`config.mk`:
```
export PLATFORM = sky130hd
export DESIGN_NAME = lif_array_flat
export DESIGN_NICKNAME = d
export VERILOG_FILES = /design/src/rtl/lif_array_if.sv /design/src/rtl/lif_array.sv /design/src/flat_wrapper.sv
export SDC_FILE = /design/constraint.sdc
export NUM_CORES = 1
export LEC_CHECK = 0
export BUFFER_PORTS_ARGS = -buffer_cell sky130_fd_sc_hd__buf_2
export CAP_MARGIN = 20
export CORE_MARGIN = 2
export CORE_UTILIZATION = 30
export DETAILED_ROUTE_END_ITERATION = 8
export GPL_ROUTABILITY_DRIVEN = 1
export MAX_ROUTING_LAYER = met4
export SLEW_MARGIN = 10
export SYNTH_ARGS = -nofsm -noshare
export SYNTH_HDL_FRONTEND = slang
export SYNTH_SLANG_ARGS = --single-unit
```
`constraint.sdc`:
```
create_clock -name clk -period 8.55 [get_ports clk]
set_input_delay 0.855 -clock clk [delete_from_list [all_inputs] [get_ports clk]]
set_output_delay 0.855 -clock clk [all_outputs]
set_load 0.02 [all_outputs]
```
`src/rtl/lif_array_if.sv`:
```
// Drive/observe bundle for the lif_array neuron block: per-channel current,
// shared configuration, monitor select, and the registered spike/monitor outputs.
interface lif_array_if #(
   parameter int N_NEURONS = 4,
   parameter int V_WIDTH   = 8,
   parameter int I_WIDTH   = 6,
   parameter int R_WIDTH   = 4,
   parameter int MS_WIDTH  = (N_NEURONS > 1) ? $clog2(N_NEURONS) : 1
);
   logic                           en;
   logic [N_NEURONS*I_WIDTH-1:0]   I;
   logic [V_WIDTH-1:0]             thresh;
   logic [2:0]                     leak_shift;
   logic [R_WIDTH-1:0]             refrac;
   logic [MS_WIDTH-1:0]            mon_sel;
   logic [N_NEURONS-1:0]           S;
   logic [V_WIDTH-1:0]             v_mon;
   logic                           spike_any;

   modport master (
      output en, I, thresh, leak_shift, refrac, mon_sel,
      input  S, v_mon, spike_any
   );

   modport slave (
      input  en, I, thresh, leak_shift, refrac, mon_sel,
      output S, v_mon, spike_any
   );
endinterface

```
`src/rtl/lif_array.sv`:
```
// Array of N leaky integrate-and-fire neurons with saturating integration,
// shift-based leak, programmable threshold, refractory hold and a membrane monitor.
module lif_array #(
   parameter int N_NEURONS = 4,
   parameter int V_WIDTH   = 8,
   parameter int I_WIDTH   = 6,
   parameter int R_WIDTH   = 4
) (
   input  logic       clk,
   input  logic       rst,
   lif_array_if.slave bus
);

   logic [V_WIDTH-1:0]   r_v      [N_NEURONS];
   logic [R_WIDTH-1:0]   r_rcnt   [N_NEURONS];
   logic [N_NEURONS-1:0] r_s;
   logic [V_WIDTH-1:0]   r_v_mon;
   logic                 r_spike_any;

   logic [V_WIDTH-1:0]   w_cur    [N_NEURONS];
   logic [V_WIDTH-1:0]   w_leaked [N_NEURONS];
   logic [V_WIDTH:0]     w_sum    [N_NEURONS];
   logic [V_WIDTH-1:0]   w_vn     [N_NEURONS];
   logic [V_WIDTH-1:0]   w_v_nxt  [N_NEURONS];
   logic [R_WIDTH-1:0]   w_r_nxt  [N_NEURONS];
   logic [N_NEURONS-1:0] w_s_nxt;
   logic [V_WIDTH-1:0]   w_thresh_eff;

   // A zero threshold would fire on every idle cycle; clamp it to 1.
   assign w_thresh_eff = (bus.thresh == '0) ? V_WIDTH'(1) : bus.thresh;

   for (genvar k = 0; k < N_NEURONS; k++) begin : g_chan
      assign w_cur[k]    = {{(V_WIDTH-I_WIDTH){1'b0}}, bus.I[k*I_WIDTH +: I_WIDTH]};
      assign w_leaked[k] = (bus.leak_shift == 3'd0) ? r_v[k]
                                                    : r_v[k] - (r_v[k] >> bus.leak_shift);
      assign w_sum[k]    = {1'b0, w_leaked[k]} + {1'b0, w_cur[k]};
      assign w_vn[k]     = w_sum[k][V_WIDTH] ? {V_WIDTH{1'b1}} : w_sum[k][V_WIDTH-1:0];
   end

   always_comb begin
      w_s_nxt = '0;
      for (int k = 0; k < N_NEURONS; k++) begin
         w_v_nxt[k] = r_v[k];
         w_r_nxt[k] = r_rcnt[k];
         if (r_rcnt[k] != '0) begin
            w_r_nxt[k] = r_rcnt[k] - R_WIDTH'(1);
            w_v_nxt[k] = '0;
         end else if (w_vn[k] >= w_thresh_eff) begin
            w_s_nxt[k] = 1'b1;
            w_v_nxt[k] = '0;
            w_r_nxt[k] = bus.refrac;
         end else begin
            w_v_nxt[k] = w_vn[k];
         end
      end
   end

   always_ff @(posedge clk or posedge rst) begin
      if (rst) begin
         for (int k = 0; k < N_NEURONS; k++) begin
            r_v[k]    <= '0;
            r_rcnt[k] <= '0;
         end
         r_s         <= '0;
         r_v_mon     <= '0;
         r_spike_any <= 1'b0;
      end else if (bus.en) begin
         for (int k = 0; k < N_NEURONS; k++) begin
            r_v[k]    <= w_v_nxt[k];
            r_rcnt[k] <= w_r_nxt[k];
         end
         r_s         <= w_s_nxt;
         r_v_mon     <= w_v_nxt[bus.mon_sel];
         r_spike_any <= |w_s_nxt;
      end else begin
         // Spike flags are pulses; never let them linger across a paused cycle.
         r_s         <= '0;
         r_spike_any <= 1'b0;
      end
   end

   assign bus.S         = r_s;
   assign bus.v_mon     = r_v_mon;
   assign bus.spike_any = r_spike_any;

endmodule

```
`src/flat_wrapper.sv`:
```
// flat-port wrapper written by rule: the top's interface ports become plain ports
module lif_array_flat 
#(
   parameter int N_NEURONS = 4,
   parameter int V_WIDTH   = 8,
   parameter int I_WIDTH   = 6,
   parameter int R_WIDTH   = 4
)
  (clk, rst, bus_en, bus_I, bus_thresh, bus_leak_shift, bus_refrac, bus_mon_sel, bus_S, bus_v_mon, bus_spike_any);
  lif_array_if #(.N_NEURONS(N_NEURONS), .V_WIDTH(V_WIDTH), .I_WIDTH(I_WIDTH), .R_WIDTH(R_WIDTH)) bus_i ();
  input  logic clk;
  input  logic rst;
  input wire logic [$bits(bus_i.en)-1:0] bus_en;
  input wire logic [$bits(bus_i.I)-1:0] bus_I;
  input wire logic [$bits(bus_i.thresh)-1:0] bus_thresh;
  input wire logic [$bits(bus_i.leak_shift)-1:0] bus_leak_shift;
  input wire logic [$bits(bus_i.refrac)-1:0] bus_refrac;
  input wire logic [$bits(bus_i.mon_sel)-1:0] bus_mon_sel;
  output wire logic [$bits(bus_i.S)-1:0] bus_S;
  output wire logic [$bits(bus_i.v_mon)-1:0] bus_v_mon;
  output wire logic [$bits(bus_i.spike_any)-1:0] bus_spike_any;
  assign bus_i.en = bus_en;
  assign bus_i.I = bus_I;
  assign bus_i.thresh = bus_thresh;
  assign bus_i.leak_shift = bus_leak_shift;
  assign bus_i.refrac = bus_refrac;
  assign bus_i.mon_sel = bus_mon_sel;
  assign bus_S = bus_i.S;
  assign bus_v_mon = bus_i.v_mon;
  assign bus_spike_any = bus_i.spike_any;
  lif_array #(.N_NEURONS(N_NEURONS), .V_WIDTH(V_WIDTH), .I_WIDTH(I_WIDTH), .R_WIDTH(R_WIDTH)) u_core (.clk(clk), .rst(rst), .bus(bus_i));
endmodule
```
[Word level (Yosys, flattened, before mapping)]
Index checks and enable logic that the tools add are counted.
Storage, ports and cells
  register bits: 61
  bits of input ports: 44
  output and inout port bits: 13
  logic and storage cells: 86
Cells by class
  $add $sub $neg: 12
  magnitude comparators: 5
  shift operators: 4
  multiplexer cells: 38
  bitwise logic cells: 1
  reduce and logical (&&, ||, !) cells: 15
Operators by type and width (count)
  8-bit two-way mux: 19
  8-bit by 6-bit adder with 9-bit output: 4
  4-bit two-way mux: 9
  8-bit >= comparator: 4
  8-bit by 3-bit right shift with 8-bit output: 4
  8-bit subtractor: 4
  8-bit binary-select mux with 2-bit select: 1
  4-bit nonzero test: 4
  4-bit by 1-bit subtractor with 4-bit output, second input constant: 4
  1-bit two-way mux: 9
  8-bit zero test: 1
  2-bit AND reduction: 4
  2-bit nonzero test: 4
  4-bit OR reduction: 1
  3-bit >= comparator, second input constant: 1
  3-bit zero test: 1
  2-bit NOT with 3-bit output: 1

[Logic depth before layout (Yosys ltp)]
Gate-level depths: netlist (run 1).
  depth after elaboration: 11
  gate-level depth with buffers: 29
  gate-level depth less buffers: 28

[Worst setup path before layout (run 1)]
OpenSTA, ideal clock, no wires.
  path kind: in2reg
  from: in bus_leak_shift[1]
  to: reg u_core.r_v_mon[7] (netlist: u_core.bus.v_mon[7])
  arrival: 5.973 ns
  data required time: 8.456 ns
  setup slack: 2.483 ns
  stages: 27
  buffers on the path: 4
  cells stage by stage: buf_1 > clkbuf_1 > mux2i_1 > nor2_1 > a21oi_1 > o21ai_0 > ha_1 > fa_1 > a21oi_1 > fa_1 > a21oi_1 > o21ai_1 > a31o_1 > a21o_1 > and2_1 > buf_2 > a21oi_1 > inv_1 > ha_1 > a21o_1 > a2111oi_0 > o21a_1 > o21ai_1 > clkbuf_1 > nor2_1 > a32oi_1 > a221oi_2
Between the ends
  cells in the longest elaborated chain, start to end: 11
  elaborated cells between the ends (all ways): 36
Ends and longest elaborated chain
  start: declaration: line flat_wrapper.sv:16  | input wire logic [$bits(bus_i.leak_shift)-1:0] bus_leak_shift;
  8-bit by 3-bit right shift with 8-bit output: line lif_array.sv:35  | : r_v[k] - (r_v[k] >> bus.leak_shift);
  8-bit subtractor: line lif_array.sv:35
  8-bit two-way mux: line lif_array.sv:34  | assign w_leaked[k] = (bus.leak_shift == 3'd0) ? r_v[k]
  8-bit by 6-bit adder with 9-bit output: line lif_array.sv:36  | assign w_sum[k] = {1'b0, w_leaked[k]} + {1'b0, w_cur[k]};
  8-bit two-way mux: line lif_array.sv:37  | assign w_vn[k] = w_sum[k][V_WIDTH] ? {V_WIDTH{1'b1}} : w_sum[k][V_WIDTH-1:0];
  8-bit >= comparator: line lif_array.sv:48  | end else if (w_vn[k] >= w_thresh_eff) begin
  8-bit two-way mux: line lif_array.sv:48
  8-bit two-way mux: line lif_array.sv:45  | if (r_rcnt[k] != '0) begin
  8-bit binary-select mux with 2-bit select (*): line lif_array.sv:73  | r_v_mon <= w_v_nxt[bus.mon_sel];
  8-bit two-way mux (implied by the code) (*) (2 in a row): line lif_array.sv:73
  end signal: assignment: line lif_array.sv:73
  end: declaration: line lif_array.sv:17  | logic [V_WIDTH-1:0] r_v_mon;
Every way passes the cells marked *; elsewhere a longest branch is shown, timed or not. The select of a mux whose other input is x is not followed.
A chain may end at the register's enable or synchronous reset.

[Worst setup path after layout (run 1)]
  from: in bus_leak_shift[0]
  to: reg u_core.r_v_mon[6] (netlist: u_core.bus.v_mon[6])
The elaborated chain is that of the path after synthesis.

==> impl_results.md, run 1 <==
* Vias in the first global route at 6365
* RSZ-0062 raised after global routing: no
* Cts hold-fix bufs at 0
* Yosys Warn Count at 0
* Sum of negative setup slack at 0 ps
* Clk sinks at 61
* Ratio of cells with drive above 1 in the final layout at 10.4%
* Library cells used by synthesis at 69
* Worst Setup Path Type: primary input to register
* Worst slew pin tran at 980 ps
* Net Count, Synth at 1061
* Final wirelength at 21.3 mm
* Routed WL per cell at 16.7 µm
* Commonest cells after routing, fill and taps aside: ha_1 (100), a21oi_1 (84), nand2_1 (76), inv_1 (71), nor2_1 (69)
* Final #Nets at 1098
* Final setup margin at 1730 ps
* DP Worst Slack at 1470 ps
* Hold crit path type: register to register
* Mapped Area at 7290 µm²
* Port-buffer cells at 56
* Most common cell after layout, fill and taps aside: ha_1
* Avg Inst Size Synth at 8.02 µm²
* Fmax at 0.147 GHz
* CTS HTree Levels at 3
* Final Core Density at 34.1%
* Synth-to-Final Area Change at 12.7%
* R2r startpoint: u_core.r_v[4]
* Largest net degree at the start of global routing at 62
* Setup violators final at 0
* Root buf cell: clkbuf_16
* WP data required at 8820 ps
* Ports at 57
* Placeable core area at 24100 µm²
* Gr ovfl total at 0
* Flops & latches, synth at 61
* Final Cycle Share at 79.8%
* Tot GR Track Use at 17.0%
* Final GP Congestion at 0.896
* Max-cap viol count at 0
* Max-slew violations at 0
* Via density at 5.29
* Number of flops mapped to enable cells by yosys at 0
* DPL Wire Length at 16.6 mm
* Clock buffer depth at 2
* TritonCTS clock tree: built
* DIE HEIGHT at 160 µm
* Final ANT Viol Nets at 0
* Ys flop type: dfrtp_1
* Die width at 160 µm
* Post-layout min period at 6820 ps
* Slew Limit Headroom at 34.7%
* Via count at 6746
* DR pass1 iterations at 5
* Mapped Cells at 909
* First-pass GRT wire length at 34.2 mm
* Die ar. at 25600 µm²
* CTS Buf Count at 9
* Clk pin slew, worst setup/hold paths at 60 ps
* Fraction of registers with async set/reset at 100%
* Initial core utilization at 30.2%
* DR iter-0 viols at 491
* Setup Skew at 8.53 ps
* FILL cells at 2586
* Sequential-to-total area share from yosys stat at 20.9%
* Endpoints failing hold at 0
* Worst skew pair latency at 330 ps
* Crit path launch type: primary input
* # rows at 57
* DR DRC count at 0
* Gates resized, CTS repair at 0
* Hold wc startpoint: u_core.r_rcnt[11]
* Initial antenna violation count at 1
* Setup crit start: bus_leak_shift[0]
* Status: complete, no violations
* Setup bufs post-CTS at 0
* Worst-path fanout max at 59
* Data arrival time of the worst path at 7090 ps
* CP Capture Type: register
==> cell families after synthesis <==
logic type | after synthesis | share of synthesized area, %
multiplexers | 27 | 3.98
AND/OR/NAND/NOR | 246 | 16.2
AO/OA/AOI/OAI | 325 | 29.4
XOR/XNOR | 35 | 4.57
adder cells (fa/ha/maj) | 108 | 19.4
buffers and inverters | 107 | 5.60
flip-flops | 61 | 20.9
==> critical path, stage by stage <==
cell and delay [ps]:
buf_2 730, nor2b_1 390, nand2_1 90, o21ai_0 150
nand2_1 100, o21a_1 160, ha_1 280, nand2_1 40
o21ai_1 210, a31o_1 270, xnor2_1 80, a21oi_1 260
ha_1 310, a31o_1 190, a21o_1 160, and2_1 230
a21oi_1 260, inv_1 90, ha_1 290, a21o_1 170
a2111oi_0 380, o21a_1 280, o21ai_1 320, a211o_1 390
a22oi_1 210, o211a_1 170
==> final timing paths <==
check	end	slack, ps	depth (start not counted)
worst min-delay path	u_core.r_rcnt[11]	510	1
worst max register to register	u_core.bus.v_mon[6]	2390	26
min in group asynchronous	u_core.r_rcnt[15]	750	3
worst min register to register	u_core.r_rcnt[11]	510	1
worst max-delay path	u_core.bus.v_mon[6]	1730	26
max in group asynchronous	u_core.r_v[30]	7230	3
==> metal layers <==
layer / GRT usage, % / routed length (µm) / vias to the layer above
li1: - / - / 3372
met1: 23.6 / 10400 / 3180
met2: 26.8 / 9640 / 176
met3: 2.60 / 1080 / 18
met4: 2.50 / 201 / 0
met5: - / 0 / -
==> stage by stage <==
step	cells	cell area (µm²)	hold slack, ps
finish	1275	8210	514
global route	1275	8210	528
CTS	1274	8210	513
detailed placement	1259	7880	506
global placement	1259	7880	514
floorplan	909	7290	470
==> final cells by class <==
type	count	area, µm²	share of cell area (%)
multi-input combinational	741	5360	65.2
tap	324	405	4.94
inverter	72	270	3.29
antenna	1	2.50	0.0305
clock inverter	3	67.6	0.823
timing repair buffer	61	318	3.87
sequential	61	1530	18.6
clock buffer	12	267	3.25
==> Yosys cell counts (15+ instances only) <==
| library cell | n | area share [%] |
|---|---|---|
| xnor2_1 | 21 | 2.5 |
| mux2i_1 | 20 | 2.7 |
| a21o_1 | 31 | 3.2 |
| clkbuf_1 | 24 | 1.2 |
| ha_1 | 100 | 17 |
| dfrtp_1 | 61 | 21 |
| nand2_1 | 76 | 3.9 |
| o21ai_0 | 66 | 4.5 |
| nand2b_1 | 26 | 2.2 |
| inv_1 | 72 | 3.7 |
| a21oi_1 | 84 | 5.8 |
| a211oi_1 | 16 | 1.6 |
| nor2_1 | 69 | 3.6 |
| nor2b_1 | 15 | 1.3 |
==> registers in the layout (all words and copies together), names as in the netlist <==
register / flops
u_core.bus.S: 4
u_core.bus.spike_any: 1
u_core.bus.v_mon: 8
u_core.r_rcnt: 16
u_core.r_v: 32
Power of run 1 is left out: the tool's default activity adds up to more than one toggle a clock period on the data nets, which glitch-free logic cannot reach.
==> run 2: changes to the inputs <==
==> constraint.sdc (replaced) <==
create_clock -name clk -period 5.7 [get_ports clk]
set_input_delay 0.57 -clock clk [delete_from_list [all_inputs] [get_ports clk]]
set_output_delay 0.57 -clock clk [all_outputs]
set_load 0.02 [all_outputs]
==> run 2 against run 1 <==
  * Routed wire length grew 3.8%
  * Critical path depth down 2
  * Sequential share of layout area is 1.5 points lower
  * Final cell count grew 6.7%
  * Non-clock buffer count up 85
  * First-iteration DRC count decreased by 18%
  * Hold slack got worse by 49 ps
  * Global-route usage rose by 0.84 points
  * Clock-buffer cell count down 2
  * Die area stayed put
==> impl_results.md, run 2 (synthesis gave the netlist of run 1 again) <==
* Status: complete, no violations
* Slew Limit Headroom at 44.9%
* WP data required at 5970 ps
* Largest net degree at the start of global routing at 62
* Synth-to-Final Area Change at 22.9%
* Vias in the first global route at 6834
* Worst-path fanout max at 8
* Commonest cells after routing, fill and taps aside: ha_1 (100), buf_4 (86), a21oi_1 (78), nand2_1 (76), inv_1 (71)
* Clock buffer depth at 2
* TritonCTS clock tree: built
* Clk sinks at 61
* CP Capture Type: register
* Post-layout min period at 5360 ps
* Initial core utilization at 30.2%
* Ratio of cells with drive above 1 in the final layout at 19.5%
* Endpoints failing hold at 0
* Crit path cell chain: nor2b_1, a211oi_2, a21oi_1, nand2_1, o21ai_0, ha_1, fa_1, a21oi_1, fa_1, a21oi_1, o21ai_1, a31o_1, a21o_1, and2_1, buf_4, a21o_1, ha_1, a21o_1, a2111oi_2, o21a_1, o21ai_2, a211o_1, a22oi_1, o211a_1
* CTS HTree Levels at 3
* Setup Skew at 6.70 ps
* DR iter-0 viols at 401
* Clk pin slew, worst setup/hold paths at 60 ps
* Port-buffer cells at 56
* # diodes at 0
* Fmax at 0.186 GHz
* Die ar. at 25600 µm²
* Tot GR Track Use at 17.9%
* Worst Setup Path Type: register to register
* First-pass GRT wire length at 36.0 mm
* Routed WL per cell at 16.3 µm
* Data arrival time of the worst path at 5630 ps
* Critical Path Max Stage Delay at 500 ps
* Final wirelength at 22.1 mm
* Slowest cell on crit path: fa_1
* Ports at 57
* Most common cell after layout, fill and taps aside: ha_1
* Initial antenna violation count at 0
* Via count at 7095
* Worst slew pin tran at 826 ps
* Final Cycle Share at 94.1%
* Hold crit path type: primary input to asynchronous set/reset pin
* Sum of negative setup slack at 0 ps
* Largest Register: u_core.r_v
* Gr ovfl total at 0
* Via density at 5.22
* CTS Buf Count at 9
* Final ANT Viol Nets at 0
* DIE HEIGHT at 160 µm
* DPL Wire Length at 17.6 mm
* Max FFs per register at 32
* Final #Nets at 1183
* Setup bufs post-CTS at 0
* DR pass1 iterations at 5
* Die width at 160 µm
* DR DRC count at 0
* Placeable core area at 24100 µm²
* # rows at 57
* Root buf cell: clkbuf_16
* Final GP Congestion at 0.914
* FILL cells at 2539
* Setup violators final at 0
* Crit path launch type: register
* Max-slew violations at 0
* Worst skew pair latency at 330 ps
* Max-cap viol count at 0
run 2: cell count changes in the layout (fill, tap and decap cells not counted), sizes merged:
cell,change
diode,-1
clkinv,+4
buf,+84
clkbuf,-1
clkinvlp,-1
run 2: path summary, 6_finish.rpt:
| path | start | endpoint | slack (ps) | depth (start not counted) |
|---|---|---|---|---|
| setup reg to reg | u_core.r_v[4] | u_core.bus.v_mon[6] | 340 | 24 |
| max in group asynchronous | rst | u_core.r_v[4] | 4630 | 3 |
| hold / removal | rst | u_core.bus.S[1] | 470 | 3 |
| hold reg to reg | u_core.r_rcnt[11] | u_core.r_rcnt[11] | 520 | 1 |
| min in group clk | u_core.r_rcnt[11] | u_core.r_rcnt[11] | 520 | 1 |
| setup / recovery | u_core.r_v[4] | u_core.bus.v_mon[6] | 340 | 24 |
run 2: through the flow:
step / hold WS (ps) / utilization [%] / setup slack [ps] / instances / area [µm²]
4_1_cts: 506 / 36.8 / 128 / 1360 / 8880
5_1_grt: 551 / 37.2 / -13.2 / 1360 / 8960
2_1_floorplan: 470 / - / 100 / 909 / 7290
3_5_place_dp: 511 / 35.5 / -106 / 1344 / 8560
3_3_place_gp: 503 / 35.5 / -11.5 / 1344 / 8560
6_report: 466 / 37.2 / 336 / 1360 / 8960
run 2: repair_timing:
action | CTS | global route
endpoints found under the setup margin | 0 | 47
resized for setup | 0 | 23
hold buffers | 0 | 0
run 2: final cells by class:
| type | instances | area (µm²) | share of cell area (%) |
|---|---|---|---|
| multi-input combinational | 741 | 5430 | 60.6 |
| timing repair buffer | 146 | 1010 | 11.3 |
| clock inverter | 6 | 87.6 | 0.978 |
| sequential | 61 | 1530 | 17.1 |
| clock buffer | 10 | 229 | 2.56 |
| tap | 324 | 405 | 4.53 |
| inverter | 72 | 270 | 3.02 |
run 2: routing by layer:
layer / vias up / GRT usage, % / wire [µm]
met1: 3356 / 25.5 / 11100
met3: 32 / 2.03 / 908
met5: - / - / 0
li1: 3540 / - / -
met2: 167 / 27.6 / 9790
met4: 0 / 3.11 / 311
run 2: critical path: cells and delay by family (launching register included):
kind,cells,cell delay [ps]
adder cells (fa/ha/maj),4,1360
buffers and inverters,1,170
AO/OA/AOI/OAI,16,2850
flip-flops,1,470
AND/OR/NAND/NOR,3,430
Power of run 2 is left out for the same reason.
==> run 3: changes to the inputs <==
--- a/config.mk
+++ b/config.mk
@@ -8,10 +8,11 @@
 export BUFFER_PORTS_ARGS = -buffer_cell sky130_fd_sc_hd__buf_2
 export CAP_MARGIN = 20
 export CORE_MARGIN = 2
-export CORE_UTILIZATION = 30
+export CORE_UTILIZATION = 50
 export DETAILED_ROUTE_END_ITERATION = 8
 export GPL_ROUTABILITY_DRIVEN = 1
 export MAX_ROUTING_LAYER = met4
+export PLACE_DENSITY = 0.71
 export SLEW_MARGIN = 10
 export SYNTH_ARGS = -nofsm -noshare
 export SYNTH_HDL_FRONTEND = slang
==> run 3 against run 2 <==
  * Sequential share of layout area grew 0.95 points
  * Global-route usage grew 9.4 points
  * Final cell count shrank 12%
  * Die area shrank 39%
  * Critical path depth is the same
  * Via count grew 0.13%
  * Setup slack gained 20 ps
  * Register-to-register slack gained 20 ps
  * Cell area shrank 5.4%
  * Flip-flop and latch count is the same
  * Clock-buffer cell count grew 1
  * Largest cell class unchanged
==> impl_results.md, run 3 (synthesis gave the netlist of run 1 again) <==
* Setup violators final at 0
* Gr ovfl total at 0
* Slew Limit Headroom at 46.5%
* Port-buffer cells at 56
* Hold_ws at 451 ps
* CP Capture Type: register
* Via count at 7104
* Final Cycle Share at 93.8%
* Endpoints failing hold at 0
* Final #Nets at 1158
* Commonest cells after routing, fill and taps aside: ha_1 (100), a21oi_1 (82), nand2_1 (76), inv_1 (71), nor2_1 (69)
* Hold crit path type: primary input to asynchronous set/reset pin
* CTS HTree Levels at 3
* Status: complete, no violations
* Cts hold-fix bufs at 0
* Initial antenna violation count at 0
* Crit path launch type: register
* First-pass GRT wire length at 33.8 mm
* Synth-to-Final Area Change at 16.2%
* Max-slew violations at 0
* Largest Register: u_core.r_v
* TritonCTS clock tree: built
* Data arrival time of the worst path at 5580 ps
* Worst slew pin tran at 803 ps
* Post-layout min period at 5340 ps
* Root buf cell: clkbuf_16
* WP data required at 5940 ps
* DR pass1 iterations at 5
* Final wirelength at 20.5 mm
* Fmax at 0.187 GHz
* Worst Setup Path Type: register to register
* Final GP Congestion at 0.899
* Worst-path fanout max at 8
* CTS Buf Count at 9
* Setup Skew at 6.07 ps
* Initial core utilization at 50.7%
* Max-cap viol count at 0
* Final ANT Viol Nets at 0
* Die ar. at 15600 µm²
* Ratio of cells with drive above 1 in the final layout at 16.3%
* DR iter-0 viols at 571
* Largest net degree at the start of global routing at 62
* Worst skew pair latency at 330 ps
* Most common cell after layout, fill and taps aside: ha_1
* Clk sinks at 61
* # diodes at 0
* Placeable core area at 14400 µm²
* RSZ-0062 raised after global routing: no
* Die width at 125 µm
* DIE HEIGHT at 125 µm
* DR DRC count at 0
* Ports at 57
* Clock buffer depth at 2
* DPL Wire Length at 16.2 mm
* # rows at 44
* Via density at 5.95
* Clk pin slew, worst setup/hold paths at 50 ps
* Routed WL per cell at 17.2 µm
* Max FFs per register at 32
* Vias in the first global route at 6750
* Tot GR Track Use at 27.2%
## run 3: path summary, 6_finish.rpt
check                             startpoint  cells after the start  slack (ps)             endpoint
hold reg to reg            u_core.r_rcnt[11]                      1         520    u_core.r_rcnt[11]
setup reg to reg               u_core.r_v[4]                     24         360  u_core.bus.v_mon[7]
max in group asynchronous                rst                      3        4700       u_core.r_v[17]
min in group clk           u_core.r_rcnt[11]                      1         520    u_core.r_rcnt[11]
hold / removal                           rst                      3         450    u_core.r_rcnt[14]
setup / recovery               u_core.r_v[4]                     24         360  u_core.bus.v_mon[7]
## run 3: per-layer routing
layer	global-route usage, %	part of all wire [%]	vias up
li1	-	-	3500
met1	37.8	47	3361
met5	-	0	-
met3	3.52	5.4	33
met2	42.3	45	210
met4	6.87	1.9	0
## run 3: repair_timing
item                       CTS  global route
buffers inserted             0             0
resized for setup            0            13
setup endpoints to repair    0            30
hold endpoints to repair     0             0
## run 3: cell type report
type | count | area, µm²
well taps | 184 | 230
multi-input cells | 741 | 5400
flip-flops and latches | 61 | 1530
inverters | 72 | 270
clock buffers | 11 | 233
repair buffers | 121 | 803
fillers | 1318 | 5900
clock inverters | 3 | 15.0
## run 3: critical path: stages, from the launching register on
cell and delay, ps:
dfrtp_1 400, buf_4 170, mux2_2 250, a21oi_1 270
ha_1 320, a21oi_1 150, o21ai_1 110, a31o_1 260
xnor2_1 120, a21oi_1 230, ha_1 300, a31o_1 200
a21o_1 160, and2_1 220, a21oi_2 180, inv_1 80
ha_1 300, a21o_1 180, a2111oi_1 370, o21a_1 200
o21ai_1 120, buf_4 210, nor2_1 90, a32oi_1 70
a221oi_2 270
## run 3: metrics by stage
| stage | utilization, % | setup TNS, ps | setup slack (ps) | instance area [µm²] | instances |
|---|---|---|---|---|---|
| after floorplan | - | 0 | 100 | 7290 | 909 |
| after global placement | 56.9 | 0 | 27.9 | 8180 | 1179 |
| after global routing | 59.0 | 0 | 3.85 | 8470 | 1193 |
| after detailed placement | 56.9 | -331 | -78.8 | 8180 | 1179 |
| after CTS | 58.6 | 0 | 248 | 8420 | 1193 |
| final | 59.0 | 0 | 356 | 8470 | 1193 |
Power of run 3 is left out for the same reason.
